## src/rtl/xbus_arbiter.sv

```systemverilog
// Round-robin arbiter sharing one X-bus between three masters (0 = cpu, 1 = dma, 2 = spy).
// Define XBUS_TIMEOUT_EN to abort transactions whose address stays undecoded in WAIT.
module xbus_arbiter #(
  parameter int TIMEOUT_CYCLES = 256,
  parameter int RELEASE_CYCLES = 3
) (
  input  logic        clk,
  input  logic        reset_n,
  input  logic        m0_req,
  input  logic        m0_write,
  input  logic [21:0] m0_addr,
  input  logic [31:0] m0_wdata,
  output logic        m0_ack,
  output logic        m0_err,
  input  logic        m1_req,
  input  logic        m1_write,
  input  logic [21:0] m1_addr,
  input  logic [31:0] m1_wdata,
  output logic        m1_ack,
  output logic        m1_err,
  input  logic        m2_req,
  input  logic        m2_write,
  input  logic [21:0] m2_addr,
  input  logic [31:0] m2_wdata,
  output logic        m2_ack,
  output logic        m2_err,
  output logic [31:0] rdata,
  output logic        xb_req,
  output logic        xb_write,
  output logic [21:0] xb_addr,
  output logic [31:0] xb_dataout,
  input  logic [31:0] xb_datain,
  input  logic        xb_ack,
  input  logic        xb_decode,
  output logic [1:0]  grant,
  output logic        busy
);

  typedef enum logic [1:0] {IDLE, REQ, WAIT, RELEASE} state_t;

  localparam int REL_W = (RELEASE_CYCLES > 1) ? $clog2(RELEASE_CYCLES) : 1;

  state_t           state, state_next;
  logic [1:0]       last_grant;
  logic [1:0]       winner, cand;
  logic             win_valid;
  logic [2:0]       reqs;
  logic             sel_write;
  logic [21:0]      sel_addr;
  logic [31:0]      sel_wdata;
  logic [REL_W-1:0] rel_cnt;
  logic             rel_done;
  logic             ack_event, to_event;
  logic [2:0]       ack_q, err_q;

  assign reqs = {m2_req, m1_req, m0_req};

  // Search starts one past the last-granted index, so the previous owner is considered last.
  always_comb begin
    // NOTE: every combinational output gets a default first so no path can infer a latch.
    winner    = 2'd0;
    win_valid = 1'b0;
    cand      = 2'd0;
    for (int k = 1; k <= 3; k++) begin
      cand = 2'((int'(last_grant) + k) % 3);
      if (!win_valid && reqs[cand]) begin
        winner    = cand;
        win_valid = 1'b1;
      end
    end
  end

  always_comb begin
    sel_write = m0_write;
    sel_addr  = m0_addr;
    sel_wdata = m0_wdata;
    case (winner)
      2'd1: begin
        sel_write = m1_write;
        sel_addr  = m1_addr;
        sel_wdata = m1_wdata;
      end
      2'd2: begin
        sel_write = m2_write;
        sel_addr  = m2_addr;
        sel_wdata = m2_wdata;
      end
      default: ;
    endcase
  end

  assign ack_event = ((state == REQ) || (state == WAIT)) && xb_ack;
  assign rel_done  = (state == RELEASE) && (rel_cnt == REL_W'(RELEASE_CYCLES - 1));

`ifdef XBUS_TIMEOUT_EN
  localparam int TO_W = $clog2(TIMEOUT_CYCLES + 1);
  logic [TO_W-1:0] to_cnt;

  // A slave ack in the same cycle as the final undecoded cycle still completes normally.
  assign to_event = (state == WAIT) && !xb_ack && !xb_decode &&
                    (to_cnt == TO_W'(TIMEOUT_CYCLES - 1));

  always_ff @(posedge clk or negedge reset_n) begin
    if (!reset_n)                        to_cnt <= '0;
    else if (state == WAIT && !xb_decode) to_cnt <= to_cnt + TO_W'(1);
    else                                  to_cnt <= '0;
  end
`else
  logic [31:0] unused_cfg;
  assign to_event   = 1'b0;
  assign unused_cfg = {xb_decode, 31'(TIMEOUT_CYCLES)};
`endif

  always_comb begin
    state_next = state;
    case (state)
      IDLE:    if (win_valid) state_next = REQ;
      REQ:     state_next = (ack_event || to_event) ? RELEASE : WAIT;
      WAIT:    if (ack_event || to_event) state_next = RELEASE;
      RELEASE: if (rel_done) state_next = IDLE;
      default: state_next = IDLE;
    endcase
  end

  // NOTE: sequential state uses non-blocking assignments so every flop samples pre-edge values.
  always_ff @(posedge clk or negedge reset_n) begin
    if (!reset_n) state <= IDLE;
    else          state <= state_next;
  end

  always_ff @(posedge clk or negedge reset_n) begin
    if (!reset_n) begin
      xb_req     <= 1'b0;
      xb_write   <= 1'b0;
      xb_addr    <= '0;
      xb_dataout <= '0;
      rdata      <= '0;
      ack_q      <= '0;
      err_q      <= '0;
      grant      <= 2'd3;
      last_grant <= 2'd2;
      rel_cnt    <= '0;
    end else begin
      ack_q <= '0;
      err_q <= '0;
      case (state)
        IDLE: if (win_valid) begin
          grant      <= winner;
          last_grant <= winner;
          xb_req     <= 1'b1;
          xb_write   <= sel_write;
          xb_addr    <= sel_addr;
          xb_dataout <= sel_wdata;
        end
        REQ, WAIT: if (ack_event || to_event) begin
          xb_req <= 1'b0;
          rdata  <= ack_event ? xb_datain : 32'h0;
          ack_q  <= 3'b001 << grant;
          err_q  <= to_event ? (3'b001 << grant) : 3'b000;
        end
        RELEASE: begin
          if (rel_done) begin
            grant   <= 2'd3;
            rel_cnt <= '0;
          end else begin
            rel_cnt <= rel_cnt + REL_W'(1);
          end
        end
        default: ;
      endcase
    end
  end

  assign {m2_ack, m1_ack, m0_ack} = ack_q;
  assign {m2_err, m1_err, m0_err} = err_q;
  assign busy = (state != IDLE);

endmodule

```

## config.mk

```make
export PLATFORM = sky130hd
export DESIGN_NAME = xbus_arbiter
export DESIGN_NICKNAME = d
export VERILOG_FILES = /design/src/rtl/xbus_arbiter.sv
export SDC_FILE = /design/constraint.sdc
export NUM_CORES = 1
export LEC_CHECK = 0
export CAP_MARGIN = 20
export CORE_AREA = 2 2 116 118
export CTS_BUF_LIST = sky130_fd_sc_hd__clkbuf_8
export CTS_CLUSTER_SIZE = 20
export DETAILED_ROUTE_END_ITERATION = 8
export DIE_AREA = 0 0 118 120
export DONT_BUFFER_PORTS = 1
export GPL_TIMING_DRIVEN = 0
export HOLD_SLACK_MARGIN = 0.02
export MAX_ROUTING_LAYER = met4
export PLACE_DENSITY = 0.59
export SLEW_MARGIN = 20
export SYNTH_ARGS = -nofsm -noshare
export SYNTH_HDL_FRONTEND = slang
export SYNTH_SLANG_ARGS = --single-unit
export TNS_END_PERCENT = 5
```

## constraint.sdc

```tcl
create_clock -name clk -period 6.8 [get_ports clk]
set_clock_uncertainty 0.15 [all_clocks]
set_input_delay 0.34 -clock clk [delete_from_list [all_inputs] [get_ports clk]]
set_output_delay 0.34 -clock clk [all_outputs]
set_load 0.005 [all_outputs]
```

## Yosys cells after proc, flatten, opt, wreduce, memory -nomap -nowiden

Index checks and enable logic that the tools add are counted.

- Register bits: 99
- Input bits: 204
- Output and inout port bits: 97
- Word-level logic and storage cells: 77

- Add/subtract/negate cells: 4
- Div/mod/pow operators: 3
- Order comparisons: 3
- Equality and inequality tests: 10
- Shifts and indexed selects: 1
- Multiplexer cells: 29
- Reduce and logical (&&, ||, !) cells: 17

Operators by type and width:

| kind | number |
|---|---|
| $mod 32x3->32 const B | 3 |
| $pmux 32 s2 | 1 |
| $pmux 22 s2 | 1 |
| $mux 2 | 9 |
| $lt 2x3->1 const B | 3 |
| $mux 1 | 9 |
| $reduce_and 3->1 | 3 |
| $eq 2x2->1 const B | 4 |
| $ne 2x2->1 const B | 4 |
| $pmux 2 s4 | 1 |
| $add 2x2->3 const B | 2 |
| $bmux 1 s2 | 3 |
| $mux 3 | 2 |
| $reduce_bool 2->1 | 3 |
| $eq 2x1->1 const B | 2 |
| $logic_and 1x1->1 | 4 |
| $pmux 1 s2 | 2 |
| $pmux 2 s2 | 1 |
| $reduce_and 2->1 | 2 |
| $add 2x1->3 const B | 1 |
| $shl 1x2->3 const A | 1 |
| $add 2x1->2 const B | 1 |
| $logic_not 1->1 | 2 |
| $logic_not 2->1 | 1 |
| 2 further kinds | 2 |

## Logic depth before layout (Yosys ltp)

Gate-level depths: netlist (run 1).

- Word-level depth: 13
- Mapped depth: 14
- Gate-level depth less buffers: 12

## Worst setup path before layout (run 1)

OpenSTA, ideal clock, no wires.

- Path kind: reg-to-reg
- Start: register last_grant[1]
- End: register xb_addr[19]
- Library setup time: 0.135 ns
- Arrival: 2.612 ns
- Required time: 6.515 ns
- Setup slack: 3.903 ns
- Stages on the path, launching flop included: 12
- Path buffers: 3
- Period minus slack after synthesis: 2.897 ns
- Path through: dfstp_2 ha_1 buf_6 a21boi_0 o311ai_0 inv_1 ha_1 clkbuf_1 clkbuf_1 nor2_1 a21oi_1 o21ai_0

- Cells in the longest elaborated chain, start to end: 13
- Elaborated cells on any way between the ends: 26
- Classes of those cells: 3 x add/sub; 3 x div; 2 x eq/ne; 13 x mux; 5 x reduce/logical

Ends and longest elaborated chain:

| item | RTL line | source |
|---|---|---|
| start, declared | 44 | `logic [1:0] last_grant;` |
| start signal, assigned | 149 | `last_grant <= winner;` |
| $add 2x1->3 | 65 | `cand = 2'((int'(last_grant) + k) % 3);` |
| $mod 32x3->32 | 65 |  |
| $bmux 1 s2 | 66 | `if (!win_valid && reqs[cand]) begin` |
| $mux 1 (not written as such) | 66 |  |
| $mux 1 | 66 |  |
| $logic_not 1->1 | 66 |  |
| $logic_and 1x1->1 | 66 |  |
| $mux 1 | 66 |  |
| $logic_not 1->1 | 66 |  |
| $logic_and 1x1->1 | 66 |  |
| $mux 2 (*) | 66 |  |
| named net winner[1] | 45 | `logic [1:0] winner, cand;` |
| $eq 2x2->1 or $eq 2x1->1 (tied branches) | 77 | `case (winner)` |
| $pmux 22 s2 (*) | 77 |  |
| end signal, assigned | 152 | `xb_addr <= sel_addr;` |
| end, declared | 30 | `output logic [21:0] xb_addr,` |

Mark *: on every way through the listed nets, which the timed path passes. The rest lies on a longest branch. The select of a mux whose other input is x is not followed.
A chain may end at the register's enable or synchronous reset.

## Final worst setup path (run 1)

- Start: register last_grant[0]
- End: register xb_dataout[16]

- Cells in the longest elaborated chain, start to end: 13
- Elaborated cells on any way between the ends: 26
- Classes of those cells: 3 x add/sub; 3 x div; 2 x eq/ne; 13 x mux; 5 x reduce/logical

Ends and longest elaborated chain:

| item | RTL line | source |
|---|---|---|
| $add 2x1->3 | 65 |  |
| $mod 32x3->32 | 65 |  |
| $bmux 1 s2 | 66 |  |
| $mux 1 (not written as such) | 66 |  |
| $mux 1 | 66 |  |
| $logic_not 1->1 | 66 |  |
| $logic_and 1x1->1 | 66 |  |
| $mux 1 | 66 |  |
| $logic_not 1->1 | 66 |  |
| $logic_and 1x1->1 | 66 |  |
| $mux 2 | 66 |  |
| $eq 2x2->1 or $eq 2x1->1 (tied branches) | 77 |  |
| $pmux 32 s2 | 77 |  |
| end signal, assigned | 153 | `xb_dataout <= sel_wdata;` |
| end, declared | 31 | `output logic [31:0] xb_dataout,` |

Several ways; a longest one is shown, not always the timed one. The select of a mux whose other input is x is not followed.

==> report_table.html, run 1 <==
<table>
<tr><th>Metric</th><th>Value</th></tr>
<tr><th colspan="2">Clock network</th></tr>
<tr><td>Number of post-CTS setup repair buffers</td><td>0</td></tr>
<tr><td>Clock transition time at the flip-flop clock pins of the worst setup and hold paths</td><td>0.09 ns</td></tr>
<tr><td>Sink Count</td><td>99</td></tr>
<tr><td>Post-cts gate resize count</td><td>0</td></tr>
<tr><td>Clk Latency, worst-skew pair</td><td>0.37 ns</td></tr>
<tr><td>CTS Root Buffer Type</td><td>sky130_fd_sc_hd__clkbuf_8</td></tr>
<tr><td>Maximum level of the CTS H-tree</td><td>3</td></tr>
<tr><td>Hold-fix buffer count after cts</td><td>80</td></tr>
<tr><td>TritonCTS clock tree</td><td>yes</td></tr>
<tr><td>TritonCTS Buffers</td><td>9</td></tr>
<tr><td>Buffer depth of the longest clock path</td><td>2</td></tr>
<tr><th colspan="2">Floorplan</th></tr>
<tr><td># rows</td><td>42</td></tr>
<tr><td>Die footprint</td><td>14200 µm²</td></tr>
<tr><td>Die boundary height</td><td>120 µm</td></tr>
<tr><td>Ports placed on the boundary</td><td>301</td></tr>
<tr><td>Starting density of the core</td><td>38.3%</td></tr>
<tr><td>Die X-Extent</td><td>118 µm</td></tr>
<tr><td>Area inside the core boundary</td><td>13000 µm²</td></tr>
<tr><th colspan="2">Cells and area</th></tr>
<tr><td>Post-synthesis to final-layout area growth</td><td>25.2%</td></tr>
<tr><td>Final-stage net count</td><td>833</td></tr>
<tr><td>Final core utilization</td><td>47.9%</td></tr>
<tr><td>Fraction of layout instances using a drive strength above 1</td><td>10.7%</td></tr>
<tr><td>Final antenna diode count</td><td>0</td></tr>
<tr><th colspan="2">Route</th></tr>
<tr><td>Starting DRT DRC Count</td><td>257</td></tr>
<tr><td>Initial DRT Pass Iterations</td><td>4</td></tr>
<tr><td>Routed via count</td><td>4373</td></tr>
<tr><td>Antenna-violating nets left</td><td>0</td></tr>
<tr><td>Routed vias/inst</td><td>5.47</td></tr>
<tr><td>DRC violation count after routing</td><td>0</td></tr>
<tr><td>Total wirelength of the detailed-routed design</td><td>16.1 mm</td></tr>
<tr><td>Average routed wire per standard cell</td><td>20.1 µm</td></tr>
<tr><th colspan="2">Power and ir drop</th></tr>
<tr><td>Maximum ir drop on the vdd rail</td><td>0.166 mV</td></tr>
<tr><td>Switching power</td><td>1380 µW</td></tr>
<tr><td>Power share of the combinational group</td><td>50.6%</td></tr>
<tr><td>Switching fraction of total power</td><td>45.5%</td></tr>
<tr><td>Share of power burned in registers</td><td>36.5%</td></tr>
<tr><td>Internal power component</td><td>1660 µW</td></tr>
<tr><td>Power per standard cell area</td><td>490 nW/µm²</td></tr>
<tr><td>Leakage dissipation</td><td>0.00260 µW</td></tr>
<tr><td>Share of power burned in the clock network</td><td>12.8%</td></tr>
<tr><th colspan="2">GRT</th></tr>
<tr><td>Total grt overflow</td><td>0</td></tr>
<tr><td>Via count of the first global-routing pass</td><td>4315</td></tr>
<tr><td>First-pass GRT wire length</td><td>23.9 mm</td></tr>
<tr><td>Maximum number of pins on one net before global-route repair</td><td>100</td></tr>
<tr><td>GRT Util Overall</td><td>22.9%</td></tr>
<tr><td>Number of antenna violations at the first check in global routing</td><td>0</td></tr>
<tr><th colspan="2">Timing</th></tr>
<tr><td>Sum of negative setup slack</td><td>0 ns</td></tr>
<tr><td>Relative slew slack</td><td>45.8%</td></tr>
<tr><td>Final number of hold-violating endpoints</td><td>0</td></tr>
<tr><td>Pin slew with the least headroom to its limit</td><td>0.803 ns</td></tr>
<tr><td>Clock period minus final worst setup slack</td><td>3.79 ns</td></tr>
<tr><td>Highest clock frequency the design can meet</td><td>0.264 GHz</td></tr>
<tr><td>Share of the clock period used by the worst path</td><td>55.8%</td></tr>
<tr><td>Max-slew violation count</td><td>0</td></tr>
<tr><td>Total of endpoints with negative setup slack in the final report</td><td>0</td></tr>
<tr><td>RSZ-0062 raised after global routing</td><td>no</td></tr>
<tr><th colspan="2">Setup path</th></tr>
<tr><td>Worst Setup End Kind</td><td>register</td></tr>
<tr><td>CP Data Required Time</td><td>6.95 ns</td></tr>
<tr><td>Startpoint-to-endpoint class of the critical path</td><td>reg2reg</td></tr>
<tr><td>CP arrival</td><td>3.94 ns</td></tr>
<tr><td>Kind of start point of the critical path</td><td>register</td></tr>
<tr><td>Critical path fanouts, max</td><td>10</td></tr>
<tr><th colspan="2">Synthesis</th></tr>
<tr><td>Flip-flop and latch count after synthesis</td><td>99</td></tr>
<tr><td>Proportion of netlist area held by the largest area contributor</td><td>48.3%</td></tr>
<tr><td>Cells after Synth</td><td>526</td></tr>
<tr><td>Yosys cell types</td><td>40</td></tr>
<tr><td>Largest area contributor in the synthesized netlist</td><td>sky130_fd_sc_hd__dfrtp_1</td></tr>
<tr><td>Cells taking the most area after synthesis</td><td>sky130_fd_sc_hd__dfrtp_1 48%, sky130_fd_sc_hd__a22oi_1 8.3%, sky130_fd_sc_hd__mux2_2 7.5%, sky130_fd_sc_hd__a21oi_1 5.7%, sky130_fd_sc_hd__o21ai_0 4.6%</td></tr>
<tr><td>Async set-reset flop share out of synthesis</td><td>100%</td></tr>
<tr><td>Number of flops mapped to enable cells by yosys</td><td>0</td></tr>
<tr><td>Proportion of synthesized chip area in sequential cells</td><td>49.9%</td></tr>
<tr><td>Post-Synthesis Cell Area</td><td>4970 µm²</td></tr>
<tr><td>Post-Syn Area per Cell</td><td>9.45 µm²</td></tr>
<tr><td>Count of synthesis-stage warnings from yosys</td><td>0</td></tr>
<tr><td>Commonest register cell after synthesis</td><td>sky130_fd_sc_hd__dfrtp_1</td></tr>
<tr><th colspan="2">Run</th></tr>
<tr><td>Max-cap violations</td><td>0</td></tr>
<tr><th colspan="2">Placement</th></tr>
<tr><td>Number of buffers inserted by port buffering</td><td>0</td></tr>
<tr><td>Routability-driven placement congestion ratio</td><td>0.840</td></tr>
<tr><td>Detailed placement HPWL</td><td>12.1 mm</td></tr>
<tr><th colspan="2">Worst hold path</th></tr>
<tr><td>Kind of path behind the tightest hold check</td><td>in2reg</td></tr>
<tr><th colspan="2">Run status</th></tr>
<tr><td>Outcome</td><td>finished, final reports clean</td></tr>
</table>
worst max-delay path, stage by stage, from the launching register on:
cell and delay (ns):
sky130_fd_sc_hd__dfrtp_1 0.40, sky130_fd_sc_hd__inv_1 0.06, sky130_fd_sc_hd__ha_1 0.25, sky130_fd_sc_hd__nor2b_1 0.16, sky130_fd_sc_hd__and2_1 0.16, sky130_fd_sc_hd__o311ai_0 0.71, sky130_fd_sc_hd__ha_1 0.27, sky130_fd_sc_hd__clkbuf_1 0.54
sky130_fd_sc_hd__buf_1 0.46, sky130_fd_sc_hd__a22oi_1 0.19, sky130_fd_sc_hd__nor2_1 0.15, sky130_fd_sc_hd__a21oi_1 0.05, sky130_fd_sc_hd__o21ai_0 0.16
per-layer routing:
layer	routed length [µm]	vias to the layer above	track usage, %	part of all wire [%]
li1	-	2038	-	-
met1	5910	2088	23.9	37
met2	8530	223	41.1	53
met3	1250	24	6.37	7.8
met4	367	0	8.66	2.3
met5	0	-	-	0
cells in the mapped netlist (2+ instances only):
master	instances
sky130_fd_sc_hd__mux2_2	33
sky130_fd_sc_hd__a211oi_1	2
sky130_fd_sc_hd__o21ai_0	46
sky130_fd_sc_hd__clkbuf_1	26
sky130_fd_sc_hd__ha_1	10
sky130_fd_sc_hd__buf_1	6
sky130_fd_sc_hd__nand2_1	61
sky130_fd_sc_hd__nor2_1	60
sky130_fd_sc_hd__nand2b_1	3
sky130_fd_sc_hd__dfrtp_1	96
sky130_fd_sc_hd__nor2b_1	2
sky130_fd_sc_hd__o21a_1	2
sky130_fd_sc_hd__or2b_1	2
sky130_fd_sc_hd__nor3_1	4
sky130_fd_sc_hd__a22oi_1	55
sky130_fd_sc_hd__buf_4	10
sky130_fd_sc_hd__mux2i_1	2
sky130_fd_sc_hd__o21ai_1	14
sky130_fd_sc_hd__nand3_1	3
sky130_fd_sc_hd__a21oi_1	57
sky130_fd_sc_hd__inv_1	11
sky130_fd_sc_hd__dfstp_2	3
power by group through the flow:
stage / Clock (µW) / Sequential, µW / Combinational (µW)
global placement: 0 / 1110 / 1450
global route: 429 / 1140 / 1750
finish: 391 / 1110 / 1540
detailed placement: 0 / 1130 / 1500
CTS: 407 / 1120 / 1560
floorplan: 0 / 1040 / 1150
per-stage QoR:
step	setup slack, ns	area, µm²	power [µW]	hold slack, ns	cells
floorplan	3.90	4980	2180	-0.106	528
global placement	3.03	5200	2560	-0.104	704
detailed placement	3.01	5200	2630	-0.103	704
CTS	2.99	6220	3080	0.0202	800
global route	2.73	6220	3310	0.0214	800
finish	3.01	6220	3050	0.0337	800
sequential cells by signal (all words and copies together), names as in the netlist:
register,flops
rdata,32
xb_req,1
xb_addr,22
xb_write,1
rel_cnt,2
last_grant,2
state,2
grant,2
ack_q,3
xb_dataout,32
cells by family after synthesis:
| family | synth area share, % |
|---|---|
| buffers and inverters | 4.98 |
| AOI/OAI and AO/OA | 23.1 |
| adders and majority gates | 2.52 |
| muxes | 7.88 |
| DFF | 49.9 |
| other | 0.0754 |
| and+or+nand+nor | 11.5 |
cell usage in the layout, fill, tap and decap left out, types with 2 or more instances in the layout:
master,instances
sky130_fd_sc_hd__nand2_1,61
sky130_fd_sc_hd__a22oi_1,55
sky130_fd_sc_hd__mux2i_1,2
sky130_fd_sc_hd__conb_1,3
sky130_fd_sc_hd__clkbuf_8,11
sky130_fd_sc_hd__nor3_1,4
sky130_fd_sc_hd__dfrtp_1,96
sky130_fd_sc_hd__nor2_1,60
sky130_fd_sc_hd__nand3_1,3
sky130_fd_sc_hd__buf_4,10
sky130_fd_sc_hd__clkbuf_1,26
sky130_fd_sc_hd__inv_1,13
sky130_fd_sc_hd__dlygate4sd3_1,79
sky130_fd_sc_hd__buf_1,6
sky130_fd_sc_hd__or2b_1,2
sky130_fd_sc_hd__a21oi_1,57
sky130_fd_sc_hd__o21ai_0,46
sky130_fd_sc_hd__dfstp_2,3
sky130_fd_sc_hd__a211oi_1,2
sky130_fd_sc_hd__o21a_1,2
sky130_fd_sc_hd__ha_1,10
sky130_fd_sc_hd__o21ai_1,14
sky130_fd_sc_hd__nor2b_1,2
sky130_fd_sc_hd__mux2_2,33
sky130_fd_sc_hd__nand2b_1,3
path summary, 6_finish.rpt:
path                       slack, ns                         end                      start  depth (start not counted)
min in group asynchronous       0.39        rdata[2]$_DFFE_PN0P_                    reset_n                          2
setup / recovery                3.01  xb_dataout[16]$_DFFE_PN0P_  last_grant[0]$_DFFE_PN0P_                         12
setup reg to reg                3.01  xb_dataout[16]$_DFFE_PN0P_  last_grant[0]$_DFFE_PN0P_                         12
hold reg to reg                 0.36   last_grant[1]$_DFFE_PN1P_  last_grant[1]$_DFFE_PN1P_                          2
hold / removal                  0.03      xb_addr[2]$_DFFE_PN0P_                 m0_addr[2]                          2
max in group asynchronous       5.67   last_grant[1]$_DFFE_PN1P_                    reset_n                          2
layout make-up:
class,count,area [µm²]
multi-input cells,375,2250
repair buffers,80,818
inverters,11,41.3
fillers,1236,6760
clock inverters,5,53.8
flip-flops and latches,99,2480
clock buffers,11,151
well taps,176,220
plain buffers,43,206
Note: power is estimated with default switching activity, not from simulation.
==> run 2: changes to the inputs <==
--- a/config.mk
+++ b/config.mk
@@ -5,17 +5,18 @@
 export SDC_FILE = /design/constraint.sdc
 export NUM_CORES = 1
 export LEC_CHECK = 0
+export ABC_AREA = 1
 export CAP_MARGIN = 20
-export CORE_AREA = 2 2 116 118
+export CORE_AREA = 2 2 117 119
 export CTS_BUF_LIST = sky130_fd_sc_hd__clkbuf_8
 export CTS_CLUSTER_SIZE = 20
 export DETAILED_ROUTE_END_ITERATION = 8
-export DIE_AREA = 0 0 118 120
+export DIE_AREA = 0 0 119 121
 export DONT_BUFFER_PORTS = 1
 export GPL_TIMING_DRIVEN = 0
 export HOLD_SLACK_MARGIN = 0.02
 export MAX_ROUTING_LAYER = met4
-export PLACE_DENSITY = 0.59
+export PLACE_DENSITY = 0.61
 export SLEW_MARGIN = 20
 export SYNTH_ARGS = -nofsm -noshare
 export SYNTH_HDL_FRONTEND = slang
==> constraint.sdc (replaced) <==
create_clock -name clk -period 3.3 [get_ports clk]
set_clock_uncertainty 0.15 [all_clocks]
set_input_delay 0.165 -clock clk [delete_from_list [all_inputs] [get_ports clk]]
set_output_delay 0.165 -clock clk [all_outputs]
set_load 0.005 [all_outputs]
==> run 2 against run 1 <==
The flow now stops in clock tree synthesis (4_1_cts); synthesized cell count down 5.9%; area after synthesis up 3.1%.
==> report_table.html, run 2 <==
<table>
<tr><th>Metric</th><th>Value</th></tr>
<tr><th colspan="2">Run status</th></tr>
<tr><td>Outcome</td><td>aborted with a tool error (was finished, final reports clean)</td></tr>
<tr><td>Halt point of the flow</td><td>clock tree synthesis (4_1_cts)</td></tr>
<tr><td>Halt Reason</td><td>[ERROR RSZ-0060] Max buffer count reached.</td></tr>
<tr><th colspan="2">Clock network</th></tr>
<tr><td>Hold-fix buffer count after cts</td><td>139 (was 80)</td></tr>
<tr><td>Post-cts gate resize count</td><td>0 (unchanged)</td></tr>
<tr><td>Maximum level of the CTS H-tree</td><td>3 (unchanged)</td></tr>
<tr><td>CTS Root Buffer Type</td><td>sky130_fd_sc_hd__clkbuf_8 (unchanged)</td></tr>
<tr><td>Number of post-CTS setup repair buffers</td><td>0 (unchanged)</td></tr>
<tr><td>TritonCTS Buffers</td><td>9 (unchanged)</td></tr>
<tr><td>Sink Count</td><td>99 (unchanged)</td></tr>
<tr><td>Buffer depth of the longest clock path</td><td>2 (unchanged)</td></tr>
<tr><th colspan="2">Floorplan</th></tr>
<tr><td># rows</td><td>42 (unchanged)</td></tr>
<tr><td>Starting density of the core</td><td>39.2% (was 38.3%)</td></tr>
<tr><td>Die boundary height</td><td>121 µm (was 120 µm)</td></tr>
<tr><td>Die X-Extent</td><td>119 µm (was 118 µm)</td></tr>
<tr><td>Ports placed on the boundary</td><td>301 (unchanged)</td></tr>
<tr><th colspan="2">Synthesis</th></tr>
<tr><td>Count of synthesis-stage warnings from yosys</td><td>0 (unchanged)</td></tr>
<tr><td>Commonest cells in the synthesized netlist</td><td>96 x sky130_fd_sc_hd__dfrtp_1, 86 x sky130_fd_sc_hd__nand2_1, 64 x sky130_fd_sc_hd__o21ai_0 (was 96 x sky130_fd_sc_hd__dfrtp_1, 61 x sky130_fd_sc_hd__nand2_1, 60 x sky130_fd_sc_hd__nor2_1)</td></tr>
<tr><td>Yosys cell types</td><td>29 (was 40)</td></tr>
<tr><td>Cells taking the most area after synthesis</td><td>sky130_fd_sc_hd__dfrtp_1 47%, sky130_fd_sc_hd__mux2i_1 11%, sky130_fd_sc_hd__a22o_1 9.4%, sky130_fd_sc_hd__mux2_2 7.0%, sky130_fd_sc_hd__nand2_1 6.3% (was sky130_fd_sc_hd__dfrtp_1 48%, sky130_fd_sc_hd__a22oi_1 8.3%, sky130_fd_sc_hd__mux2_2 7.5%, sky130_fd_sc_hd__a21oi_1 5.7%, sky130_fd_sc_hd__o21ai_0 4.6%)</td></tr>
<tr><td>Cells after Synth</td><td>495 (was 526)</td></tr>
<tr><td>Async set-reset flop share out of synthesis</td><td>100% (unchanged)</td></tr>
<tr><td>Number of flops mapped to enable cells by yosys</td><td>0 (unchanged)</td></tr>
<tr><td>Largest area contributor in the synthesized netlist</td><td>sky130_fd_sc_hd__dfrtp_1 (unchanged)</td></tr>
<tr><td>Proportion of synthesized chip area in sequential cells</td><td>48.4% (was 49.9%)</td></tr>
<tr><td>Proportion of netlist area held by the largest area contributor</td><td>46.9% (was 48.3%)</td></tr>
<tr><td>Commonest register cell after synthesis</td><td>sky130_fd_sc_hd__dfrtp_1 (unchanged)</td></tr>
<tr><td>Flip-flop and latch count after synthesis</td><td>99 (unchanged)</td></tr>
<tr><td>Post-Syn Area per Cell</td><td>10.4 µm² (was 9.45 µm²)</td></tr>
<tr><td>Most frequently used cell type in the post-synthesis netlist</td><td>sky130_fd_sc_hd__dfrtp_1 (unchanged)</td></tr>
<tr><td>Post-Synthesis Cell Area</td><td>5130 µm² (was 4970 µm²)</td></tr>
<tr><th colspan="2">Placement</th></tr>
<tr><td>Worst slack at placement</td><td>0.0871 ns (was 3.01 ns)</td></tr>
<tr><td>Detailed placement HPWL</td><td>11.1 mm (was 12.1 mm)</td></tr>
<tr><td>Number of buffers inserted by port buffering</td><td>0 (unchanged)</td></tr>
<tr><td>Routability-driven placement congestion ratio</td><td>0.797 (was 0.840)</td></tr>
</table>
## run 2: stage by stage
stage | instances | cell area (µm²)
2_1_floorplan | 497 | 5130
3_3_place_gp | 673 | 5350
3_5_place_dp | 673 | 5350
## run 2: cell families after synthesis
logic type                 count (synthesis)  synth area share, %
muxes                                     87                 17.8
adders and majority gates                 10                 2.44
and+or+nand+nor                          111                 8.79
buffers and inverters                     60                 5.81
other                                      1               0.0732
DFF                                       99                 48.4
AOI/OAI and AO/OA                        127                 16.7
==> run 3: changes to the inputs <==
--- a/config.mk
+++ b/config.mk
@@ -8,15 +8,11 @@
 export ABC_AREA = 1
 export CAP_MARGIN = 20
 export CORE_AREA = 2 2 117 119
-export CTS_BUF_LIST = sky130_fd_sc_hd__clkbuf_8
-export CTS_CLUSTER_SIZE = 20
 export DETAILED_ROUTE_END_ITERATION = 8
 export DIE_AREA = 0 0 119 121
 export DONT_BUFFER_PORTS = 1
 export GPL_TIMING_DRIVEN = 0
-export HOLD_SLACK_MARGIN = 0.02
-export MAX_ROUTING_LAYER = met4
-export PLACE_DENSITY = 0.61
+export PLACE_DENSITY_LB_ADDON = 0.15
 export SLEW_MARGIN = 20
 export SYNTH_ARGS = -nofsm -noshare
 export SYNTH_HDL_FRONTEND = slang
==> constraint.sdc (replaced) <==
create_clock -name clk -period 4.3 [get_ports clk]
set_clock_uncertainty 0.15 [all_clocks]
set_input_delay 0.215 -clock clk [delete_from_list [all_inputs] [get_ports clk]]
set_output_delay 0.215 -clock clk [all_outputs]
set_load 0.005 [all_outputs]
==> run 3 against run 2 <==
The flow now finishes without violations; area after synthesis unchanged; synthesized cell count unchanged.
==> report_table.html, run 3 <==
<table>
<tr><th>Metric</th><th>Value</th></tr>
<tr><th colspan="2">Synthesis</th></tr>
<tr><td>Count of synthesis-stage warnings from yosys</td><td>0 (unchanged)</td></tr>
<tr><td>Commonest cells in the synthesized netlist</td><td>96 x sky130_fd_sc_hd__dfrtp_1, 86 x sky130_fd_sc_hd__nand2_1, 64 x sky130_fd_sc_hd__o21ai_0 (unchanged)</td></tr>
<tr><td>Proportion of netlist area held by the largest area contributor</td><td>46.9% (unchanged)</td></tr>
<tr><td>Flip-flop and latch count after synthesis</td><td>99 (unchanged)</td></tr>
<tr><td>Async set-reset flop share out of synthesis</td><td>100% (unchanged)</td></tr>
<tr><td>Commonest register cell after synthesis</td><td>sky130_fd_sc_hd__dfrtp_1 (unchanged)</td></tr>
<tr><td>Number of flops mapped to enable cells by yosys</td><td>0 (unchanged)</td></tr>
<tr><td>Cells taking the most area after synthesis</td><td>sky130_fd_sc_hd__dfrtp_1 47%, sky130_fd_sc_hd__mux2i_1 11%, sky130_fd_sc_hd__a22o_1 9.4%, sky130_fd_sc_hd__mux2_2 7.0%, sky130_fd_sc_hd__nand2_1 6.3% (unchanged)</td></tr>
<tr><td>Yosys cell types</td><td>29 (unchanged)</td></tr>
<tr><td>Largest area contributor in the synthesized netlist</td><td>sky130_fd_sc_hd__dfrtp_1 (unchanged)</td></tr>
<tr><td>Most frequently used cell type in the post-synthesis netlist</td><td>sky130_fd_sc_hd__dfrtp_1 (unchanged)</td></tr>
<tr><td>Post-Synthesis Cell Area</td><td>5130 µm² (unchanged)</td></tr>
<tr><td>Cells after Synth</td><td>495 (unchanged)</td></tr>
<tr><td>Post-Syn Area per Cell</td><td>10.4 µm² (unchanged)</td></tr>
<tr><td>Proportion of synthesized chip area in sequential cells</td><td>48.4% (unchanged)</td></tr>
<tr><th colspan="2">Setup path</th></tr>
<tr><td>CP arrival</td><td>3.27 ns</td></tr>
<tr><td>Kind of start point of the critical path</td><td>register</td></tr>
<tr><td>CP Data Required Time</td><td>4.37 ns</td></tr>
<tr><td>Worst stage delay on the critical path</td><td>0.42 ns</td></tr>
<tr><td>Dominant delay contributor by cell family on the critical path</td><td>buffers and inverters</td></tr>
<tr><td>Worst Setup End Kind</td><td>register</td></tr>
<tr><td>Critical path fanouts, max</td><td>10</td></tr>
<tr><td>Worst path buffer plus inverter count</td><td>6</td></tr>
<tr><td>Slowest stage cell, crit path</td><td>sky130_fd_sc_hd__ha_1</td></tr>
<tr><td>Startpoint-to-endpoint class of the critical path</td><td>reg2reg</td></tr>
<tr><td>Ordered list of cells on the worst path</td><td>inv_1, ha_1, inv_2, nand2_1, nand3_1, nand2_2, nand3_1, nand2_1, inv_1, nand2_1, inv_1, ha_1, buf_2, buf_2, mux2i_1, o21ai_0</td></tr>
<tr><th colspan="2">Timing</th></tr>
<tr><td>Total of endpoints with negative setup slack in the final report</td><td>0</td></tr>
<tr><td>Sum of negative setup slack</td><td>0 ns</td></tr>
<tr><td>Relative slew slack</td><td>66.6%</td></tr>
<tr><td>RSZ-0062 raised after global routing</td><td>no</td></tr>
<tr><td>Share of the clock period used by the worst path</td><td>74.5%</td></tr>
<tr><td>Clock period minus final worst setup slack</td><td>3.21 ns</td></tr>
<tr><td>Max-slew violation count</td><td>0</td></tr>
<tr><td>Pin slew with the least headroom to its limit</td><td>0.501 ns</td></tr>
<tr><td>Final number of hold-violating endpoints</td><td>0</td></tr>
<tr><td>Highest clock frequency the design can meet</td><td>0.312 GHz</td></tr>
<tr><th colspan="2">Placement</th></tr>
<tr><td>Number of buffers inserted by port buffering</td><td>0 (unchanged)</td></tr>
<tr><td>Routability-driven placement congestion ratio</td><td>0.827 (was 0.797)</td></tr>
<tr><td>Detailed placement HPWL</td><td>10.8 mm (was 11.1 mm)</td></tr>
<tr><th colspan="2">Floorplan</th></tr>
<tr><td>Die boundary height</td><td>121 µm (unchanged)</td></tr>
<tr><td># rows</td><td>42 (unchanged)</td></tr>
<tr><td>Die X-Extent</td><td>119 µm (unchanged)</td></tr>
<tr><td>Area inside the core boundary</td><td>13100 µm²</td></tr>
<tr><td>Starting density of the core</td><td>39.2% (unchanged)</td></tr>
<tr><td>Die footprint</td><td>14400 µm²</td></tr>
<tr><td>Ports placed on the boundary</td><td>301 (unchanged)</td></tr>
<tr><th colspan="2">Route</th></tr>
<tr><td>Total wirelength of the detailed-routed design</td><td>15.1 mm</td></tr>
<tr><td>Starting DRT DRC Count</td><td>174</td></tr>
<tr><td>Routed via count</td><td>4135</td></tr>
<tr><td>DRC violation count after routing</td><td>0</td></tr>
<tr><td>Routed vias/inst</td><td>5.31</td></tr>
<tr><td>Average routed wire per standard cell</td><td>19.3 µm</td></tr>
<tr><td>Initial DRT Pass Iterations</td><td>4</td></tr>
<tr><td>Antenna-violating nets left</td><td>0</td></tr>
<tr><th colspan="2">Cells and area</th></tr>
<tr><td>Final-stage net count</td><td>812</td></tr>
<tr><td>Final core utilization</td><td>50.2%</td></tr>
<tr><td>Fraction of layout instances using a drive strength above 1</td><td>13.4%</td></tr>
<tr><td>Final antenna diode count</td><td>0</td></tr>
<tr><td>Most used cells in the layout excluding fill and tap cells</td><td>96 x sky130_fd_sc_hd__dfrtp_1, 89 x sky130_fd_sc_hd__dlygate4sd3_1, 86 x sky130_fd_sc_hd__nand2_1</td></tr>
<tr><td>Most common cell after layout, fill and taps aside</td><td>sky130_fd_sc_hd__dfrtp_1</td></tr>
<tr><td>Post-synthesis to final-layout area growth</td><td>28.2%</td></tr>
<tr><td>Largest registers in the final layout</td><td>rdata (32), xb_dataout (32), xb_addr (22)</td></tr>
<tr><th colspan="2">Power and ir drop</th></tr>
<tr><td>Leakage dissipation</td><td>0.00310 µW</td></tr>
<tr><td>Power per standard cell area</td><td>895 nW/µm²</td></tr>
<tr><td>Maximum ir drop on the vdd rail</td><td>0.462 mV</td></tr>
<tr><th colspan="2">Run status</th></tr>
<tr><td>Outcome</td><td>finished, final reports clean (was aborted with a tool error)</td></tr>
<tr><th colspan="2">Run</th></tr>
<tr><td>Max-cap violations</td><td>0</td></tr>
<tr><th colspan="2">GRT</th></tr>
<tr><td>Via count of the first global-routing pass</td><td>4168</td></tr>
<tr><td>GRT Util Overall</td><td>19.9%</td></tr>
<tr><td>Maximum number of pins on one net before global-route repair</td><td>100</td></tr>
<tr><td>Number of antenna violations at the first check in global routing</td><td>0</td></tr>
<tr><td>Total grt overflow</td><td>0</td></tr>
<tr><td>First-pass GRT wire length</td><td>22.1 mm</td></tr>
<tr><th colspan="2">Clock network</th></tr>
<tr><td>TritonCTS Buffers</td><td>9 (unchanged)</td></tr>
<tr><td>Clock transition time at the flip-flop clock pins of the worst setup and hold paths</td><td>0.07 ns</td></tr>
<tr><td>Maximum level of the CTS H-tree</td><td>3 (unchanged)</td></tr>
<tr><td>CTS Root Buffer Type</td><td>sky130_fd_sc_hd__clkbuf_16 (was sky130_fd_sc_hd__clkbuf_8)</td></tr>
<tr><td>Post-cts gate resize count</td><td>0 (unchanged)</td></tr>
<tr><td>Number of post-CTS setup repair buffers</td><td>0 (unchanged)</td></tr>
<tr><td>Buffer depth of the longest clock path</td><td>2 (unchanged)</td></tr>
<tr><td>TritonCTS clock tree</td><td>yes</td></tr>
<tr><td>Clk Latency, worst-skew pair</td><td>0.35 ns</td></tr>
<tr><td>Sink Count</td><td>99 (unchanged)</td></tr>
<tr><th colspan="2">Worst hold path</th></tr>
<tr><td>Kind of path behind the tightest hold check</td><td>in2reg</td></tr>
</table>
[run 3: repair_timing]
item | 4_1_cts | 5_1_grt
hold buffers | 90 | 0
setup endpoints to repair | 0 | 0
endpoints found under the hold margin | 187 | 0
[run 3: final cells by class]
| cell class | count | area [µm²] |
|---|---|---|
| buffer | 37 | 211 |
| clock buffer | 10 | 239 |
| clock inverter | 6 | 62.6 |
| fill | 1162 | 6510 |
| inverter | 23 | 86.3 |
| multi-input combinational | 338 | 2350 |
| sequential | 99 | 2480 |
| tap | 176 | 220 |
| timing repair buffer | 90 | 918 |
[run 3: metrics by stage]
stage	power [µW]	area (µm²)	worst slack, ns	instances	hold slack [ns]
global placement	4910	5350	1.17	673	-0.226
finish	5880	6570	1.09	779	0.0326
floorplan	4220	5130	1.66	497	-0.231
global route	6340	6570	0.836	779	0.0410
CTS	5920	6570	1.09	779	0.0197
detailed placement	4990	5350	1.12	673	-0.228
[run 3: where the power goes]
| group | leakage (µW) | total [µW] | switching, µW | internal, µW |
|---|---|---|---|---|
| clock network | 0.000153 | 821 | 353 | 468 |
| registers | 0.00122 | 1780 | 379 | 1400 |
| logic | 0.00173 | 3280 | 1810 | 1470 |
[run 3: worst paths after layout]
| kind | start | end | slack (ns) | depth (start not counted) |
|---|---|---|---|---|
| worst max-delay path | last_grant[0]$_DFFE_PN0P_ | xb_dataout[0]$_DFFE_PN0P_ | 1.09 | 16 |
| worst min-delay path | m2_wdata[11] | xb_dataout[11]$_DFFE_PN0P_ | 0.03 | 3 |
| worst max register to register | last_grant[0]$_DFFE_PN0P_ | xb_dataout[0]$_DFFE_PN0P_ | 1.09 | 16 |
| worst min register to register | rel_cnt[1]$_DFFE_PN0P_ | rel_cnt[1]$_DFFE_PN0P_ | 0.32 | 1 |
| max in group asynchronous | reset_n | xb_dataout[13]$_DFFE_PN0P_ | 3.31 | 2 |
| min in group asynchronous | reset_n | last_grant[0]$_DFFE_PN0P_ | 0.30 | 2 |
[run 3: routing by layer]
| layer | share of wire (%) | wire length [µm] | GRT usage [%] | vias up |
|---|---|---|---|---|
| li1 | - | - | - | 1950 |
| met1 | 38 | 5750 | 22.4 | 1966 |
| met2 | 53 | 7940 | 36.2 | 200 |
| met3 | 7.0 | 1050 | 5.03 | 19 |
| met4 | 2.1 | 318 | 7.81 | 0 |
| met5 | 0 | 0 | 0 | - |
[run 3: worst min-delay path, stage by stage]
cell and delay (ns):
sky130_fd_sc_hd__a22o_1 0.10, sky130_fd_sc_hd__mux2i_1 0.05, sky130_fd_sc_hd__o21ai_0 0.13
[run 3: logic make-up after synthesis]
logic type | after synthesis | synth area share (%)
multiplexers | 87 | 17.8
adder cells (fa/ha/maj) | 10 | 2.44
buffers and inverters | 60 | 5.81
other | 1 | 0.0732
flip-flops | 99 | 48.4
AO/OA/AOI/OAI | 127 | 16.7
AND/OR/NAND/NOR | 111 | 8.79
